### config.mk
export PLATFORM = sky130hd
export DESIGN_NAME = mul_sched
export DESIGN_NICKNAME = d
export VERILOG_FILES = /design/src/rtl/mul_sched.sv
export SDC_FILE = /design/constraint.sdc
export NUM_CORES = 1
export LEC_CHECK = 0
export BUFFER_PORTS_ARGS = -buffer_cell sky130_fd_sc_hd__buf_2
export CAP_MARGIN = 20
export CORE_ASPECT_RATIO = 0.7
export CORE_MARGIN = 10
export CORE_UTILIZATION = 39
export DETAILED_ROUTE_END_ITERATION = 7
export HOLD_SLACK_MARGIN = 0.06
export PLACE_DENSITY = 0.68
export SYNTH_ARGS = -nofsm -noshare
export SYNTH_HDL_FRONTEND = slang
export SYNTH_SLANG_ARGS = --single-unit
### constraint.sdc
create_clock -name clk -period 2.21 [get_ports clk]
set_clock_uncertainty 0.1 [all_clocks]
set_input_delay 0.221 -clock clk [delete_from_list [all_inputs] [get_ports clk]]
set_output_delay 0.221 -clock clk [all_outputs]
set_load 0.005 [all_outputs]
### src/rtl/mul_sched.sv
// mul_sched: two-requester round-robin scheduler that sequences a shift-add
// multiplier datapath through load, execute and capture phases. An execute
// phase that runs for TIMEOUT cycles is aborted and reported with err.
module mul_sched #(
    parameter int TIMEOUT = 1023
) (
    input  logic        clk,
    input  logic        rst,
    input  logic        req0,
    input  logic        req1,
    input  logic [15:0] a0,
    input  logic [15:0] b0,
    input  logic [15:0] a1,
    input  logic [15:0] b1,
    output logic        gnt0,
    output logic        gnt1,
    output logic        done0,
    output logic        done1,
    output logic [15:0] result,
    output logic        err,
    output logic        busy,
    output logic        ldA,
    output logic        ldB,
    output logic        ldP,
    output logic        clrP,
    output logic        decB,
    output logic [15:0] data_out,
    input  logic        eqz,
    input  logic [15:0] p_in
);

    localparam int             CW   = $clog2(TIMEOUT + 1);
    localparam logic [CW-1:0]  TMAX = CW'(TIMEOUT);

    typedef enum logic [2:0] {IDLE, LDA, LDB, EXEC, CAPT} state_t;

    state_t        state, state_nx;
    logic          prio1;      // requester 1 wins the next tie
    logic          sel;        // requester owning the running job
    logic [15:0]   a_q, b_q;
    logic [CW-1:0] cnt;
    logic          err_flag;
    logic          any_req, win1;

    // Round-robin pick: a lone request always wins, a tie goes to prio1.
    always_comb begin
        any_req = req0 | req1;
        win1    = req1 & (~req0 | prio1);
    end

    // State, operand latches, arbitration pointer, EXEC counter and result.
    always_ff @(posedge clk) begin
        if (rst) begin
            state    <= IDLE;
            prio1    <= 1'b0;
            sel      <= 1'b0;
            a_q      <= '0;
            b_q      <= '0;
            cnt      <= '0;
            err_flag <= 1'b0;
            result   <= '0;
        end else begin
            state <= state_nx;
            case (state)
                IDLE: if (any_req) begin
                    sel   <= win1;
                    prio1 <= ~win1;
                    a_q   <= win1 ? a1 : a0;
                    b_q   <= win1 ? b1 : b0;
                end
                EXEC: if (!eqz) begin
                    if (cnt == TMAX) err_flag <= 1'b1;
                    else             cnt      <= cnt + 1'b1;
                end
                CAPT: begin
                    result   <= p_in;
                    err_flag <= 1'b0;
                    cnt      <= '0;
                end
                default: ;
            endcase
        end
    end

    // Next state and Moore/Mealy strobes; everything held low while in reset.
    always_comb begin
        state_nx = state;
        gnt0     = 1'b0;
        gnt1     = 1'b0;
        done0    = 1'b0;
        done1    = 1'b0;
        err      = 1'b0;
        busy     = 1'b0;
        ldA      = 1'b0;
        ldB      = 1'b0;
        ldP      = 1'b0;
        clrP     = 1'b0;
        decB     = 1'b0;
        data_out = '0;
        if (!rst) begin
            busy = (state != IDLE);
            case (state)
                IDLE: if (any_req) begin
                    gnt0     = ~win1;
                    gnt1     = win1;
                    state_nx = LDA;
                end
                LDA: begin
                    data_out = a_q;
                    ldA      = 1'b1;
                    state_nx = LDB;
                end
                LDB: begin
                    data_out = b_q;
                    ldB      = 1'b1;
                    clrP     = 1'b1;
                    state_nx = EXEC;
                end
                EXEC: begin
                    if (eqz || cnt == TMAX) begin
                        state_nx = CAPT;
                    end else begin
                        ldP  = 1'b1;
                        decB = 1'b1;
                    end
                end
                CAPT: begin
                    done0    = ~sel;
                    done1    = sel;
                    err      = err_flag;
                    state_nx = IDLE;
                end
                default: state_nx = IDLE;
            endcase
        end
    end

endmodule
==> impl_metrics.tcl, run 1 <==
set metrics [dict create \
    period_needed_ns 2.064 \
    synthesis.area_um2 3025 \
    gr-total-overflow 0 \
    synth_edf_count 0 \
    tritoncts "done" \
    die_area_um2 11740 \
    sw_frac_of_total 0.2744 \
    die_w_um 125.3 \
    setup-tns-final_ns 0 \
    ys_seq_area_frac 0.4235 \
    synth_simple_gate_area_frac 0.1749 \
    wl_per_cell_um 15.44 \
    die_h_um 93.69 \
    grt_start_max_net_pins 63 \
    port_buffers 127 \
    hold_depth 3 \
    drcViolationCount 0 \
    synthFlopType "sky130_fd_sc_hd__dfxtp_1" \
    multi_input_comb_area_um2 1575 \
    switchingPower_uw 773.5 \
    hold_start "b1[1]" \
    cts.reportedPaths.clkPinSlew_ns 0.07 \
    core_area_um2 7417 \
    clock_h_tree_levels 3 \
    synth_top_family_by_area "compound AO/OA/AOI/OAI gates" \
    p_int_mw 2.045 \
    timing_hold_violations_final 0 \
    fin_crit_sh 0.9341 \
    initial_utilization 0.4079 \
    grt_antenna_before_repair 0 \
    post_synth_main_area_contributors "sky130_fd_sc_hd__dfxtp_1, sky130_fd_sc_hd__mux2i_1, sky130_fd_sc_hd__a211oi_1" \
    total_nets_after_synthesis 423 \
    ys_async_sr_fraction 0 \
    worst_skew_pair.late_latency_ns 0.34 \
    rows 26 \
    synth.distinct_cells 40 \
    syn_area_per_cell_um2 8.977 \
    synth_seq_cells 64 \
    grt_first_pass_wirelength_um 14410 \
    drt.antenna.violating_nets 0 \
    synthToLayoutAreaGrowth_pct 35.61 \
    r2r_setup_slack_ns 0.41 \
    post_synth_fa_ha_maj_area_fraction 0.004136 \
    met1Wirelength_um 4117 \
    via_count 2884 \
    synth_mux_area_frac 0.1092 \
    detail_route.wirelength_um 8925 \
    hold_path_class "in2reg" \
    whs_endpoint "b_q[1]" \
    regToRegEndpoint "cnt[3]" \
    run_status "finished, final reports clean" \
    largest_driver_fanout_on_the_critical_path 7 \
    worstSetupStartpointType "flip-flop" \
    num-nets-final 562 \
    num-fill-cells 680 \
    cts_inserted_buffers 9 \
    register_area_um2 1281 \
    dr_wl_met3_um 522 \
    cts.sinks 64 \
    first_global_vias 2928 \
    dpl.hpwl_um 6401 \
    critPathRequiredTime_ns 1.89 \
    worst_setup_path_startpoint "cnt[0]" \
    synth_area_leader_cell "sky130_fd_sc_hd__dfxtp_1" \
    xor_xnor_share_of_the_synthesized_area 0.002895 \
    dr.max_layer_used "met4" \
    final_cells 578 \
    drive_above_1_share 0.3563 \
    worst-slew-pin-transition_ns 0.5947 \
    timing.critical_path.arrival_ns 1.74 \
    leakagePower_nw 1.900 \
    met2_wire_length_um 4202 \
    detail_route.iter0.violations 124 \
    p_comb_frac 0.185 \
    pwr_density_cell_nw_per_um2 687.0 \
    max_slew_margin 0.6036 \
    irDropWorstVdd_v 0.0002755 \
    r2r-start "state[0]" \
    route.detailed.vias_per_inst 4.990 \
    timing.fmax_mhz 484.4 \
    synth.cells.most_frequent "sky130_fd_sc_hd__dfxtp_1, sky130_fd_sc_hd__nor2_1, sky130_fd_sc_hd__nand2_1, sky130_fd_sc_hd__mux2i_1, sky130_fd_sc_hd__a211oi_1" \
    power_frac_clock 0.350 \
    synthDominantCellAreaShare 0.4235 \
    synth_compound_area_frac 0.2270 \
    yosys_warnings 0 \
    netlist_instances 337 \
    num_io_pins 128 \
    gp_congestion 0.7512 \
    dr.pass1.iters 4 \
    track_usage 0.1460 \
    timing.reg2reg.worst_path_depth 6 \
    master_cell_of_the_clock_root_buffer "sky130_fd_sc_hd__clkbuf_8" \
    antennaDiodeCount 0 \
    grt_setup_unrepaired "no" \
    clock_tree.buffer_depth 2 \
    timing.final.setup_violations 0 \
    category_of_the_critical_setup_timing_path "reg2out" \
    place.detailed.instances 543 \
    post-synth-top-count-cell "sky130_fd_sc_hd__dfxtp_1" \
    drv_slew 0 \
    seq_power_share 0.465 \
    max-cap-violations 0 \
    worstSetupEndpointType "primary output" \
]
-- state kept, by name, indices dropped and copies added (netlist names) --
signal,flops
err_flag,1
b_q,16
cnt,10
result,16
state,3
prio1,1
a_q,16
sel,1
-- worst max-delay path by stage --
stage	to	cells past startpoint	slack, ns
2_1_floorplan	ldP	6	0.43
3_3_place_gp	decB	6	0.45
3_5_place_dp	ldP	6	0.38
4_1_cts	ldP	6	0.01
5_1_grt	ldP	6	0.02
6_report	ldP	6	0.15
-- cells in the final DEF (no fill, tap or decap), types with 2 or more instances in the layout --
cell | synthesis | final
sky130_fd_sc_hd__nand3_1 | 3 | 3
sky130_fd_sc_hd__nor2_1 | 43 | 43
sky130_fd_sc_hd__buf_4 | 7 | 11
sky130_fd_sc_hd__nor4_1 | 2 | 2
sky130_fd_sc_hd__dfxtp_1 | 64 | 64
sky130_fd_sc_hd__dlygate4sd3_1 | 0 | 16
sky130_fd_sc_hd__clkinvlp_4 | 0 | 3
sky130_fd_sc_hd__nand2_1 | 40 | 40
sky130_fd_sc_hd__nand2b_1 | 4 | 4
sky130_fd_sc_hd__nor3_2 | 3 | 3
sky130_fd_sc_hd__a21oi_1 | 26 | 26
sky130_fd_sc_hd__and4_1 | 2 | 2
sky130_fd_sc_hd__a22o_1 | 16 | 16
sky130_fd_sc_hd__nor3_1 | 4 | 4
sky130_fd_sc_hd__a211oi_2 | 7 | 7
sky130_fd_sc_hd__nor3b_1 | 3 | 3
sky130_fd_sc_hd__inv_1 | 4 | 4
sky130_fd_sc_hd__clkbuf_8 | 0 | 10
sky130_fd_sc_hd__and2_1 | 2 | 2
sky130_fd_sc_hd__or3_1 | 4 | 4
sky130_fd_sc_hd__buf_2 | 9 | 127
sky130_fd_sc_hd__mux2i_1 | 33 | 33
sky130_fd_sc_hd__o211ai_1 | 2 | 2
sky130_fd_sc_hd__a211oi_1 | 27 | 27
sky130_fd_sc_hd__o21ai_0 | 5 | 4
-- cells by family after synthesis --
group	Yosys count
compound gates	91
xor+xnor	1
fa+ha+maj	1
buf+inv	33
flops	64
mux	33
simple gates	114
-- worst max-delay path, stage by stage, from the launching register on --
cell,delay (ns)
sky130_fd_sc_hd__dfxtp_1,0.38
sky130_fd_sc_hd__ha_1,0.22
sky130_fd_sc_hd__nand4_1,0.17
sky130_fd_sc_hd__o31ai_2,0.29
sky130_fd_sc_hd__buf_6,0.16
sky130_fd_sc_hd__nor2_1,0.04
sky130_fd_sc_hd__buf_2,0.14
-- power groups by stage --
stage / combinational, mW / sequential (mW) / clock (mW)
after floorplan: 0.350 / 1.31 / 0
after global placement: 0.489 / 1.33 / 0
after detailed placement: 0.498 / 1.34 / 0
after CTS: 0.524 / 1.31 / 1.02
after global routing: 0.585 / 1.32 / 1.07
final: 0.521 / 1.31 / 0.988
-- metrics by stage --
stage / power [mW] / util / hold slack [ns] / setup WS (ns) / instance area, um^2
finish: 2.818 / 0.5531 / 0.1253 / 0.1456 / 4103
global route: 2.976 / 0.5531 / 0.1359 / 0.02433 / 4103
CTS: 2.853 / 0.5491 / 0.1134 / 0.01276 / 4073
detailed placement: 1.834 / 0.5007 / 0.3441 / 0.3756 / 3714
global placement: 1.820 / 0.5007 / 0.3387 / 0.4476 / 3714
floorplan: 1.664 / - / 0.2570 / 0.4343 / 3025
-- layer usage --
layer	vias up	GRT usage
li1	1488	-
met2	89	0.2369
met5	-	0
met1	1299	0.1774
met3	8	0.05697
met4	0	0.03920
-- area by class of cell --
class	count	area share
clock inverters	5	0.01403
flip-flops and latches	64	0.3123
well taps	98	0.02989
clock buffers	10	0.03355
repair buffers	156	0.2217
inverters	5	0.004575
multi-input cells	240	0.3840
-- timing repair --
item                                    in CTS  in global routing
endpoints found under the setup margin       2                  3
hold buffers                                16                  0
buffers inserted                             0                  4
pin swaps                                    0                  1
cloned                                       0                  0
endpoints found under the hold margin       16                  0
resized for setup                            1                  1
No activity file was read; power rests on OpenSTA's default activity.
==> inputs of run 2 (changes only) <==
CELL_PAD_IN_SITES_DETAIL_PLACEMENT = 1   (was not set)
CELL_PAD_IN_SITES_GLOBAL_PLACEMENT = 2   (was not set)
CORE_UTILIZATION = 27   (was 39)
PLACE_DENSITY = 0.81   (was 0.68)
==> run 2 against run 1 <==
  * Fmax increased by 2.3%
  * First-iteration DRC count is 20% higher
  * Power rose by 19%
  * Clock power is 53% higher
  * Critical path type unchanged
  * Largest power group is now clock
  * Highest routed layer unchanged
==> impl_metrics.tcl, run 2 (synthesis gave the netlist of run 1 again) <==
set metrics [dict create \
    route.detailed.vias_per_inst 4.723 \
    drt.antenna.violating_nets 0 \
    worstSetupEndpointType "primary output" \
    hold_path_class "in2reg" \
    initial_utilization 0.2758 \
    top_regs "a_q (16), b_q (16), result (16)" \
    power_frac_clock 0.449 \
    worst_skew_pair.late_latency_ns 0.32 \
    fin_crit_sh 0.9127 \
    run_status "finished, final reports clean" \
    drcViolationCount 0 \
    clock_tree.buffer_depth 2 \
    num-fill-cells 1341 \
    tritoncts "done" \
    switchingPower_uw 852.0 \
    dr.pass1.iters 6 \
    pwr_density_cell_nw_per_um2 785.2 \
    irDropWorstVdd_v 0.0003726 \
    port_buffers 127 \
    num-nets-final 559 \
    timing_hold_violations_final 0 \
    detail_route.iter0.violations 149 \
    gr-total-overflow 0 \
    fin_total_pwr_mw 3.368 \
    worstSetupStartpointType "flip-flop" \
    timing.final.setup_violations 0 \
    commonest_non_fill_non_tap_cell_in_the_layout "sky130_fd_sc_hd__buf_2" \
    detail_route.wirelength_um 10490 \
    synthToLayoutAreaGrowth_pct 41.77 \
    grt_setup_unrepaired "no" \
    cts.reportedPaths.clkPinSlew_ns 0.06 \
    critPathRequiredTime_ns 1.89 \
    cts.sinks 64 \
    track_usage 0.1303 \
    p_int_mw 2.516 \
    largest_driver_fanout_on_the_critical_path 4 \
    drive_above_1_share 0.3598 \
    period_needed_ns 2.017 \
    max-cap-violations 0 \
    via_count 2980 \
    layout.cells.most_common_list "sky130_fd_sc_hd__buf_2, sky130_fd_sc_hd__dfxtp_1, sky130_fd_sc_hd__nor2_1, sky130_fd_sc_hd__nand2_1, sky130_fd_sc_hd__mux2i_1" \
    master_cell_of_the_clock_root_buffer "sky130_fd_sc_hd__clkbuf_16" \
    seq_power_share 0.392 \
    leakagePower_nw 1.957 \
    dpl.hpwl_um 7762 \
    cts_inserted_buffers 9 \
    first_global_vias 3171 \
    core_area_um2 10970 \
    sw_frac_of_total 0.2530 \
    clock_h_tree_levels 3 \
    grt_antenna_before_repair 0 \
    drv_slew 0 \
    p_comb_frac 0.159 \
    die_w_um 146.5 \
    grt_start_max_net_pins 63 \
    timing.critical_path.arrival_ns 1.70 \
    grt_first_pass_wirelength_um 16750 \
    antennaDiodeCount 0 \
    die_h_um 108.6 \
    worst-slew-pin-transition_ns 0.6046 \
    setup-tns-final_ns 0 \
    category_of_the_critical_setup_timing_path "reg2out" \
    timing.fmax_mhz 495.8 \
    max_slew_margin 0.5969 \
    rows 32 \
    num_io_pins 128 \
    die_area_um2 15910 \
    gp_congestion 0.7930 \
    wl_per_cell_um 16.62 \
]
==> run 2: cell types whose count changed in the layout (fill, tap and decap cells not counted) <==
cell / before / now
sky130_fd_sc_hd__clkinv_2: 1 / 3
sky130_fd_sc_hd__dfxtp_2: 0 / 1
sky130_fd_sc_hd__clkinvlp_4: 3 / 1
sky130_fd_sc_hd__dlygate4sd3_1: 16 / 15
sky130_fd_sc_hd__buf_12: 1 / 2
sky130_fd_sc_hd__clkbuf_16: 0 / 9
sky130_fd_sc_hd__clkbuf_8: 10 / 1
sky130_fd_sc_hd__buf_4: 11 / 8
sky130_fd_sc_hd__ha_2: 0 / 1
sky130_fd_sc_hd__bufinv_16: 1 / 2
sky130_fd_sc_hd__dfxtp_1: 64 / 63
sky130_fd_sc_hd__ha_1: 1 / 0
==> run 2: area by class of cell <==
type / instances / area, um^2 / area share
clock buffers: 10 / 239.0 / 0.05572
clock inverters: 6 / 82.58 / 0.01925
inverters: 5 / 18.77 / 0.004376
multi-input cells: 240 / 1578 / 0.3679
flip-flops and latches: 64 / 1282 / 0.2990
well taps: 153 / 191.4 / 0.04463
repair buffers: 153 / 897.1 / 0.2092
==> run 2: stage by stage <==
stage | setup WS, ns | cell area [um^2] | hold WS (ns) | instances | util
floorplan | 0.4343 | 3025 | 0.2570 | 337 | -
global placement | 0.4271 | 3787 | 0.3386 | 597 | 0.3452
detailed placement | 0.3377 | 3787 | 0.3483 | 597 | 0.3452
CTS | 0.06261 | 4270 | 0.06518 | 629 | 0.3893
global route | 0.04365 | 4289 | 0.06524 | 631 | 0.3910
finish | 0.1930 | 4289 | 0.08273 | 631 | 0.3910
==> run 2: worst max-delay path, cell delays in order, from the launching register on <==
cell and delay (ns):
sky130_fd_sc_hd__dfxtp_1 0.37, sky130_fd_sc_hd__ha_2 0.21, sky130_fd_sc_hd__nand4_1 0.15, sky130_fd_sc_hd__o31ai_2 0.31
sky130_fd_sc_hd__buf_6 0.15, sky130_fd_sc_hd__nor2_1 0.04, sky130_fd_sc_hd__buf_2 0.14
==> run 2: repair_timing <==
action,4_1_cts,5_1_grt
gates resized for setup,1,3
setup buffers,1,2
hold buffers,15,0
setup endpoints to repair,2,3
endpoints found under the hold margin,15,0
==> run 2: routing by layer <==
layer,routed length [um],track usage
met4,71,0.03704
met5,0,0
met1,4937,0.1593
met2,4730,0.2063
met3,751,0.05593
==> run 2: path summary, 6_finish.rpt <==
path	slack, ns	from	cells past startpoint	end
max	0.19	cnt[1]	6	ldP
min reg2reg	0.35	result[0]	2	result[0]
min	0.08	p_in[14]	3	result[14]
max reg2reg	0.30	state[1]	6	cnt[4]
==> run 2: power by group through the flow <==
stage               logic, mW  registers (mW)  clock network, mW
finish                  0.535            1.32               1.51
global route            0.598            1.33               1.62
CTS                     0.543            1.32               1.56
detailed placement      0.518            1.34                  0
global placement        0.502            1.34                  0
floorplan               0.350            1.31                  0
